===== src/rtl/div_const_pkg.sv =====
// Shared constants and FSM state type for the divide-by-5 engine.
package div_const_pkg;
    localparam int DIVISOR = 5;
    localparam int REM_W   = 3;
    localparam int CHUNK   = 2;

    typedef enum logic [1:0] {
        IDLE = 2'd0,
        RUN  = 2'd1,
        DONE = 2'd2
    } state_t;
endpackage


===== src/rtl/div5_digit_step.sv =====
// One radix-4 digit of division by 5: v = 4*rem + d -> q = v/5, rem_next = v%5.
// Purely combinational, zero latency, no flow control.
module div5_digit_step
    import div_const_pkg::*;
(
    input  logic [REM_W-1:0] rem,
    input  logic [1:0]       d,
    output logic [1:0]       q,
    output logic [REM_W-1:0] rem_next
);
    logic [4:0] w_v;

    assign w_v = {rem, d};

    // rem is always 0..4, so v stays within 0..19 and q never exceeds 3
    always_comb begin
        q        = 2'd0;
        rem_next = w_v[REM_W-1:0];
        if (w_v >= 5'd15) begin
            q        = 2'd3;
            rem_next = REM_W'(w_v - 5'd15);
        end else if (w_v >= 5'd10) begin
            q        = 2'd2;
            rem_next = REM_W'(w_v - 5'd10);
        end else if (w_v >= 5'd5) begin
            q        = 2'd1;
            rem_next = REM_W'(w_v - 5'd5);
        end
    end
endmodule


===== src/rtl/div5_seq_iter.sv =====
// Iterative unsigned divide-by-5, MSB-first, CHUNK bits per cycle; result NITER edges after accept.
// Single division in flight: in_ready only in IDLE; DONE holds the result until out_ready.
module div5_seq_iter
    import div_const_pkg::*;
#(
    parameter int WIDTH = 32,
    parameter int CHUNK = 2
) (
    input  logic             clk,
    input  logic             rst_n,
    input  logic             in_valid,
    output logic             in_ready,
    input  logic [WIDTH-1:0] in_data,
    input  logic             flush,
    output logic             out_valid,
    input  logic             out_ready,
    output logic [WIDTH-1:0] out_quot,
    output logic [REM_W-1:0] out_rem
);
    localparam int NITER = WIDTH / CHUNK;
    localparam int CW    = $clog2(NITER);

    state_t           r_state;
    state_t           w_state_nxt;
    logic [CW-1:0]    r_cnt;
    logic [WIDTH-1:0] r_div;
    logic [WIDTH-1:0] r_quot;
    logic [REM_W-1:0] r_rem;
    logic [WIDTH-1:0] r_out_quot;
    logic [REM_W-1:0] r_out_rem;

    logic [1:0]       w_q;
    logic [REM_W-1:0] w_rem_nxt;
    logic             w_last;

    div5_digit_step u_step (
        .rem      (r_rem),
        .d        (r_div[WIDTH-1 -: CHUNK]),
        .q        (w_q),
        .rem_next (w_rem_nxt)
    );

    assign w_last = (r_cnt == CW'(NITER - 1));

    always_ff @(posedge clk or negedge rst_n) begin
        if (!rst_n) begin
            r_state <= IDLE;
        end else begin
            r_state <= w_state_nxt;
        end
    end

    always_comb begin
        w_state_nxt = r_state;
        in_ready    = 1'b0;
        out_valid   = 1'b0;
        case (r_state)
            IDLE: begin
                in_ready = 1'b1;
                if (in_valid) w_state_nxt = RUN;
            end
            RUN: begin
                if (w_last) w_state_nxt = DONE;
            end
            DONE: begin
                out_valid = 1'b1;
                if (out_ready) w_state_nxt = IDLE;
            end
            default: w_state_nxt = IDLE;
        endcase
        if (flush) w_state_nxt = IDLE;
    end

    always_ff @(posedge clk or negedge rst_n) begin
        if (!rst_n) begin
            r_cnt      <= '0;
            r_div      <= '0;
            r_quot     <= '0;
            r_rem      <= '0;
            r_out_quot <= '0;
            r_out_rem  <= '0;
        end else if (flush) begin
            r_cnt <= '0;
        end else begin
            case (r_state)
                IDLE: begin
                    if (in_valid) begin
                        r_div  <= in_data;
                        r_quot <= '0;
                        r_rem  <= '0;
                        r_cnt  <= '0;
                    end
                end
                RUN: begin
                    r_div  <= r_div << CHUNK;
                    r_quot <= {r_quot[WIDTH-CHUNK-1:0], w_q};
                    r_rem  <= w_rem_nxt;
                    // counter naturally wraps to 0 on the final iteration
                    r_cnt  <= r_cnt + 1'b1;
                    if (w_last) begin
                        r_out_quot <= {r_quot[WIDTH-CHUNK-1:0], w_q};
                        r_out_rem  <= w_rem_nxt;
                    end
                end
                default: ;
            endcase
        end
    end

    assign out_quot = r_out_quot;
    assign out_rem  = r_out_rem;
endmodule

===== config.mk =====
export PLATFORM = sky130hd
export DESIGN_NAME = div5_seq_iter
export DESIGN_NICKNAME = d
export VERILOG_FILES = /design/src/rtl/div_const_pkg.sv /design/src/rtl/div5_digit_step.sv /design/src/rtl/div5_seq_iter.sv
export SDC_FILE = /design/constraint.sdc
export NUM_CORES = 1
export LEC_CHECK = 0
export ABC_AREA = 1
export BUFFER_PORTS_ARGS = -buffer_cell sky130_fd_sc_hd__clkbuf_2
export CAP_MARGIN = 5
export CORE_MARGIN = 2
export CORE_UTILIZATION = 56
export CTS_CLUSTER_DIAMETER = 50
export CTS_CLUSTER_SIZE = 12
export DETAILED_ROUTE_END_ITERATION = 16
export PLACE_DENSITY_LB_ADDON = 0.3
export SYNTH_ARGS = -nofsm -noshare
export SYNTH_HDL_FRONTEND = slang
export SYNTH_HIERARCHICAL = 1
export SYNTH_SLANG_ARGS = --single-unit

===== constraint.sdc =====
create_clock -name clk -period 2 [get_ports clk]
set_input_delay 0.3 -clock clk [delete_from_list [all_inputs] [get_ports clk]]
set_output_delay 0.3 -clock clk [all_outputs]
set_load 0.01 [all_outputs]

==> results.yml, run 1 <==
routing:
  drtPass1Iterations: 4
  drc_errors: 0
  routed_via_density: 5.03
  via_count: 3705
  antenna_left: 0
  drt_iter0_markers: 187
  routed_wl_mm: 8.87
  post_drt_wl_per_cell_um: 12.1
die:
  coreArea_um2: 8220
  pin_count: 74
  initial_core_util_pct: 57.8
  die_h_um: 96.1
  row_count: 33
  die_area_um2: 9230
  fp.dieW_um: 96.1
global_route:
  grt_pass1_vias: 3473
  grt_max_degree: 65
  grt_first_pass_wirelength_mm: 14.8
  track_usage_pct: 20.3
  overflow: 0
  grt_antenna_before_repair: 0
finish:
  nets: 672
  nFillCells: 706
  stdcell_area_um2: 5380
  drive_gt1_share_pct: 19.2
  antenna_cells: 0
  final_cells: 736
  syn2layout_area_growth_pct: 13.3
logic_synthesis:
  postSynthCellCount: 560
  ys_seq_elements: 106
  yosys.cell_types.count: 23
  syn-cell-area_um2: 4750
  synth.net_count: 605
  ys_seq_area_share_pct: 55.8
  avgSynthCellArea_um2: 8.48
  synth.yosys.warnings: 6
sta:
  setup_slack_ns: 0.346
  fin_skew_ns: 0.0111
  fin_setup_tns_ns: 0
  min_period_over_period_pct: 82.7
  setup_viol: 0
  hold_viol: 0
  rsz0062_at_grt: "false"
  slew_viol_final: 0
  worst_pin_slew_ns: 0.492
  fmax_ghz: 0.605
  period_needed_ns: 1.65
  slew_headroom_pct: 67.2
critical_path:
  rrSetupSlack_ns: 0.35
  worstPathRequired_ns: 2.29
  slowest_stage: "dfrtp_1"
  arrival_ns: 1.95
  cp_top_family: "simple AND/OR/NAND/NOR gates"
  worstPathMaxFanout: 7
  max_stage_delay_ns: 0.48
  path_class: "reg -> reg"
  start_kind: "flop"
  end_kind: "flop"
  cp_common_cell: "nand2_1"
  crit_buf_inv: 1
  cp_cell_sequence: "inv_1, ha_1, nand2_1, nand2_2, nor2_1, nand2_1, nand3_1, nand2_1, nand2_1, nand3_1, nand2_1"
clocking:
  worstSkewPairLatency_ns: 0.35
  ctsHtreeMaxLevel: 3
  path_clk_slew_ns: 0.09
  cts_tree: "done"
  post_cts_buffers: 0
  cts_root_buf: "clkbuf_8"
  cts_buffers: 9
  cts_buffer_depth: 2
  clock-sinks: 106
place:
  hpwl_mm: 6.15
  gp_routability_congestion: 0.775
  dpl_worst_slack_ns: 0.351
  portBuffers: 73
  dpl_cell_area_um2: 5200
  dp.cells: 720
run_status:
  outcome: "completed"
power:
  power_density_nw_per_um2: 860
  p_leak_uw: 0.00276
  finalPower_uw: 4630
  max-vdd-ir-drop_uv: 471
hold_path:
  hold_class: "in -> reg"
flow_run:
  maxCapViolations: 0
-- metrics by stage --
stage	hold slack (ns)	utilization [%]
floorplan	0.00441	-
finish	0.171	65.5
detailed placement	0.301	63.3
global route	0.176	65.5
global placement	0.297	63.3
CTS	0.160	65.5
-- worst reg2reg max path: stages, from the launching register on --
cell and delay [ns]:
dfrtp_1 0.48, inv_1 0.15, ha_1 0.20, nand2_1 0.07
nand2_2 0.08, nor2_1 0.15, nand2_1 0.06, nand3_1 0.09
nand2_1 0.06, nand2_1 0.08, nand3_1 0.08, nand2_1 0.09
-- where the power goes --
part / internal, uW / switching, uW / leakage [uW]
clock network: 484 / 683 / 0.0000895
logic: 347 / 665 / 0.00125
registers: 2330 / 118 / 0.00143
total: 3160 / 1470 / 0.00276
-- cell type report --
type / instances / area (um^2) / area share, %
Multi-Input combinational cell: 353 / 1670 / 31.1
Sequential cell: 106 / 2650 / 49.3
Clock buffer: 11 / 141 / 2.63
Timing Repair Buffer: 82 / 475 / 8.83
Clock inverter: 4 / 27.5 / 0.511
Inverter: 75 / 282 / 5.23
Tap cell: 105 / 131 / 2.44
-- synth_stat cells, drive strengths merged --
library cell / number / area [um^2]
clkbuf: 11 / 42.5
dfrtp: 106 / 2650
nand4: 3 / 18.8
inv: 75 / 282
or2: 2 / 12.5
o21ai: 122 / 652
nand3: 15 / 75.1
xnor2: 1 / 8.76
o21bai: 1 / 7.51
nand2: 188 / 728
buf: 15 / 105
ha: 8 / 100
nor2: 12 / 57.6
o31ai: 1 / 7.51
-- routing by layer --
metal  vias to the layer above  global-route usage (%)  part of all wire [%]  wire length, um
li1                       1881                       -                     -                -
met1                      1748                    27.0                    48             4230
met2                        70                    33.9                    47             4210
met3                         6                    3.45                   4.2              374
met4                         0                    6.90                  0.59               52
met5                         -                       0                     0                0
-- repair_timing --
| action | 4_1_cts | 5_1_grt |
|---|---|---|
| gates resized for setup | 0 | 0 |
| hold buffers | 1 | 0 |
| setup endpoints to repair | 0 | 0 |
| hold endpoints to repair | 36 | 0 |
-- path summary, 6_finish.rpt --
check / endpoint / depth (start not counted) / from
min: r_div[1]$_DFFE_PN0P_ / 3 / in_data[1]
min reg2reg: out_rem[1]$_DFFE_PN0P_ / 2 / out_rem[1]$_DFFE_PN0P_
max: out_rem[2]$_DFFE_PN0P_ / 11 / r_div[31]$_DFFE_PN0P_
max in group asynchronous: r_div[21]$_DFFE_PN0P_ / 3 / rst_n
max reg2reg: out_rem[2]$_DFFE_PN0P_ / 11 / r_div[31]$_DFFE_PN0P_
min in group asynchronous: out_quot[20]$_DFFE_PN0P_ / 2 / rst_n
-- layout by cell type, fill, tap and decap left out --
| cell type | count |
|---|---|
| clkbuf_2 | 72 |
| dfrtp_1 | 106 |
| inv_2 | 1 |
| nand2_2 | 6 |
| nand2_4 | 1 |
| dlygate4sd3_1 | 1 |
| nand4_1 | 3 |
| nand3_1 | 15 |
| clkbuf_1 | 1 |
| inv_6 | 1 |
| nor2_1 | 7 |
| clkinv_4 | 1 |
| o31ai_1 | 1 |
| o21bai_1 | 1 |
| nor2_4 | 1 |
| buf_4 | 6 |
| ha_1 | 8 |
| o21ai_0 | 84 |
| o21ai_1 | 27 |
| nand2_1 | 181 |
| or2_2 | 2 |
| clkinv_2 | 2 |
| o21ai_2 | 11 |
| xnor2_1 | 1 |
| inv_1 | 74 |
| buf_12 | 3 |
| clkbuf_8 | 10 |
| nor2_2 | 4 |
-- registers in the layout, summed over array words and instances, names as in the netlist --
signal,count
out_quot,32
r_div,32
r_quot,30
r_cnt,4
out_rem,3
r_rem,3
r_state,2
-- cell families (layout without fill, tap and decap cells) --
group           count (synthesis)  in the layout  share of synthesized area (%)
compound gates                124            124                           14.0
xor+xnor                        1              1                          0.184
fa+ha+maj                       8              8                           2.11
buf+inv                       101            172                           9.04
flops                         106            106                           55.8
simple gates                  220            220                           18.8
(Power assumes the default switching activity.)
==> inputs of run 2 (changes only) <==
Settings changed: CORE_UTILIZATION 56 to 51.
Clock period 2 ns to 1.3 ns, I/O delays scaled along.
==> run 2 against run 1 <==
  * Wire length grew 64%
  * Clock power grew 81%
  * Final cell count grew 8.7%
  * The flow now finishes with violations (negative setup slack)
  * Global-route usage grew 0.44 points
  * Critical path depth is the same
  * Utilization grew 11 points
  * Via count grew 20%
  * Count of clock-buffer cells in the layout is the same
  * Hold slack lost 0.12 ns
==> results.yml, run 2 (synthesis results as in run 1) <==
run_status:
  violations: "negative setup slack"
  outcome: "finished, violations left"
critical_path:
  crit_buf_inv: 1
  worstPathMaxFanout: 5
  cp_top_family: "simple AND/OR/NAND/NOR gates"
  end_kind: "flop"
  cp_common_cell: "nand2_1"
  cp.depth: 11
  start_kind: "flop"
  max_stage_delay_ns: 0.44
  arrival_ns: 1.94
  slowest_stage: "dfrtp_2"
  cp_cell_sequence: "inv_4, ha_2, nand2_2, nand2_4, nor2_1, nand2_1, nand3_1, nand2_1, nand2_1, nand3_2, nand2_1"
  rrSetupSlack_ns: -0.34
  worst_r2r_path_depth: 11
  path_class: "reg -> reg"
  worstPathRequired_ns: 1.60
finish:
  drive_gt1_share_pct: 48.9
  postLayoutCoreUtil_pct: 76.4
  syn2layout_area_growth_pct: 47.2
  most-common-layout-cells: "dfrtp_1, nand2_1, inv_1, clkbuf_2, o21ai_2"
  nets: 729
  antenna_cells: 0
  nFillCells: 575
  final_cells: 800
  layout_commonest_cell: "dfrtp_1"
clocking:
  clock-sinks: 106
  cts_buffer_depth: 2
  cts_tree: "done"
  cts_root_buf: "clkbuf_8"
  ctsHtreeMaxLevel: 3
  path_clk_slew_ns: 0.10
  worstSkewPairLatency_ns: 0.37
  cts_buffers: 9
die:
  pin_count: 74
  die_area_um2: 10100
  row_count: 35
  initial_core_util_pct: 51.9
  coreArea_um2: 9150
  die_h_um: 101
  fp.dieW_um: 101
routing:
  routed_via_density: 5.54
  routed_wl_mm: 14.5
  antenna_left: 0
  via_count: 4433
  post_drt_wl_per_cell_um: 18.2
  drc_errors: 0
  drt_iter0_markers: 215
  drtPass1Iterations: 5
global_route:
  grt_first_pass_wirelength_mm: 16.8
  grt_antenna_before_repair: 0
  grt_pass1_vias: 3776
  grt_max_degree: 62
  track_usage_pct: 20.7
  overflow: 0
hold_path:
  holdPathStages: 3
  hold_class: "in -> reg"
power:
  p_leak_uw: 0.00365
  finalPower_uw: 9010
  max-vdd-ir-drop_uv: 821
  power_density_nw_per_um2: 1290
place:
  portBuffers: 73
  gp_routability_congestion: 0.871
  hpwl_mm: 6.49
  dp.cells: 744
sta:
  period_needed_ns: 1.64
  setup_viol: 104
  fin_skew_ns: 0.0126
  slew_headroom_pct: 78.8
  min_period_over_period_pct: 126
  slew_viol_final: 0
  holdWs_ns: 0.0548
  hold_viol: 0
  setup_slack_ns: -0.344
  worst_pin_slew_ns: 0.317
  rsz0062_at_grt: "true"
  fmax_ghz: 0.608
flow_run:
  maxCapViolations: 0
[run 2: cell count changes in the layout (fill, tap and decap cells not counted), moves of 21 or more]
cell | previous run | this run
nand2_1 | 181 | 101
o21ai_0 | 84 | 2
o21ai_2 | 11 | 65
nand2_4 | 1 | 33
buf_4 | 6 | 27
o21ai_1 | 27 | 53
nand2_2 | 6 | 54
[run 2: per-stage QoR]
stage                     setup WS (ns)  TNS (ns)  area [um^2]
after floorplan                 -0.0681     -1.70         4760
after global placement           -0.127     -2.13         5430
after detailed placement         -0.248     -4.07         5430
after CTS                        -0.200     -2.71         5840
after global routing             -0.388    -17.39         6990
final                            -0.344    -14.22         6990
[run 2: worst register-to-register path, stage by stage (launching register included)]
cell	delay, ns
dfrtp_2	0.44
inv_4	0.07
ha_2	0.18
nand2_2	0.09
nand2_4	0.07
nor2_1	0.19
nand2_1	0.11
nand3_1	0.11
nand2_1	0.06
nand2_1	0.09
nand3_2	0.06
nand2_1	0.09
[run 2: power by group]
| part | internal [uW] | switching, uW |
|---|---|---|
| sequential | 3600 | 220 |
| clock | 957 | 1170 |
| combinational | 1250 | 1820 |
| total | 5800 | 3210 |
[run 2: final cells by class]
cell class	count	area, um^2	area share (%)
sequential	106	2660	38.0
multi-input combinational	353	2360	33.8
tap	111	139	1.99
clock buffer	11	141	2.02
timing repair buffer	139	1350	19.2
clock inverter	5	61.3	0.877
inverter	75	284	4.06
[run 2: routing by layer]
layer | global-route usage (%) | vias up | routed length [um]
li1 | - | 2013 | -
met1 | 28.9 | 2187 | 5780
met2 | 33.0 | 198 | 7680
met3 | 3.33 | 35 | 791
met4 | 7.69 | 0 | 298
met5 | 0 | - | 0
[run 2: timing repair]
action / in CTS / in global routing
setup endpoints to repair: 71 / 104
buffers inserted: 7 / 13
resized for setup: 28 / 278
gates cloned: 2 / 18
pin swaps: 16 / 40
hold buffers: 1 / 0
endpoints found under the hold margin: 105 / 0
[run 2: final timing paths]
| check | startpoint | end |
|---|---|---|
| hold reg to reg | out_quot[0]$_DFFE_PN0P_ | out_quot[0]$_DFFE_PN0P_ |
| setup reg to reg | r_div[31]$_DFFE_PN0P_ | out_rem[2]$_DFFE_PN0P_ |
| min in group asynchronous | rst_n | out_quot[23]$_DFFE_PN0P_ |
| hold / removal | in_data[0] | r_div[0]$_DFFE_PN0P_ |
| setup / recovery | r_div[31]$_DFFE_PN0P_ | out_rem[2]$_DFFE_PN0P_ |
| max in group asynchronous | rst_n | r_div[8]$_DFFE_PN0P_ |
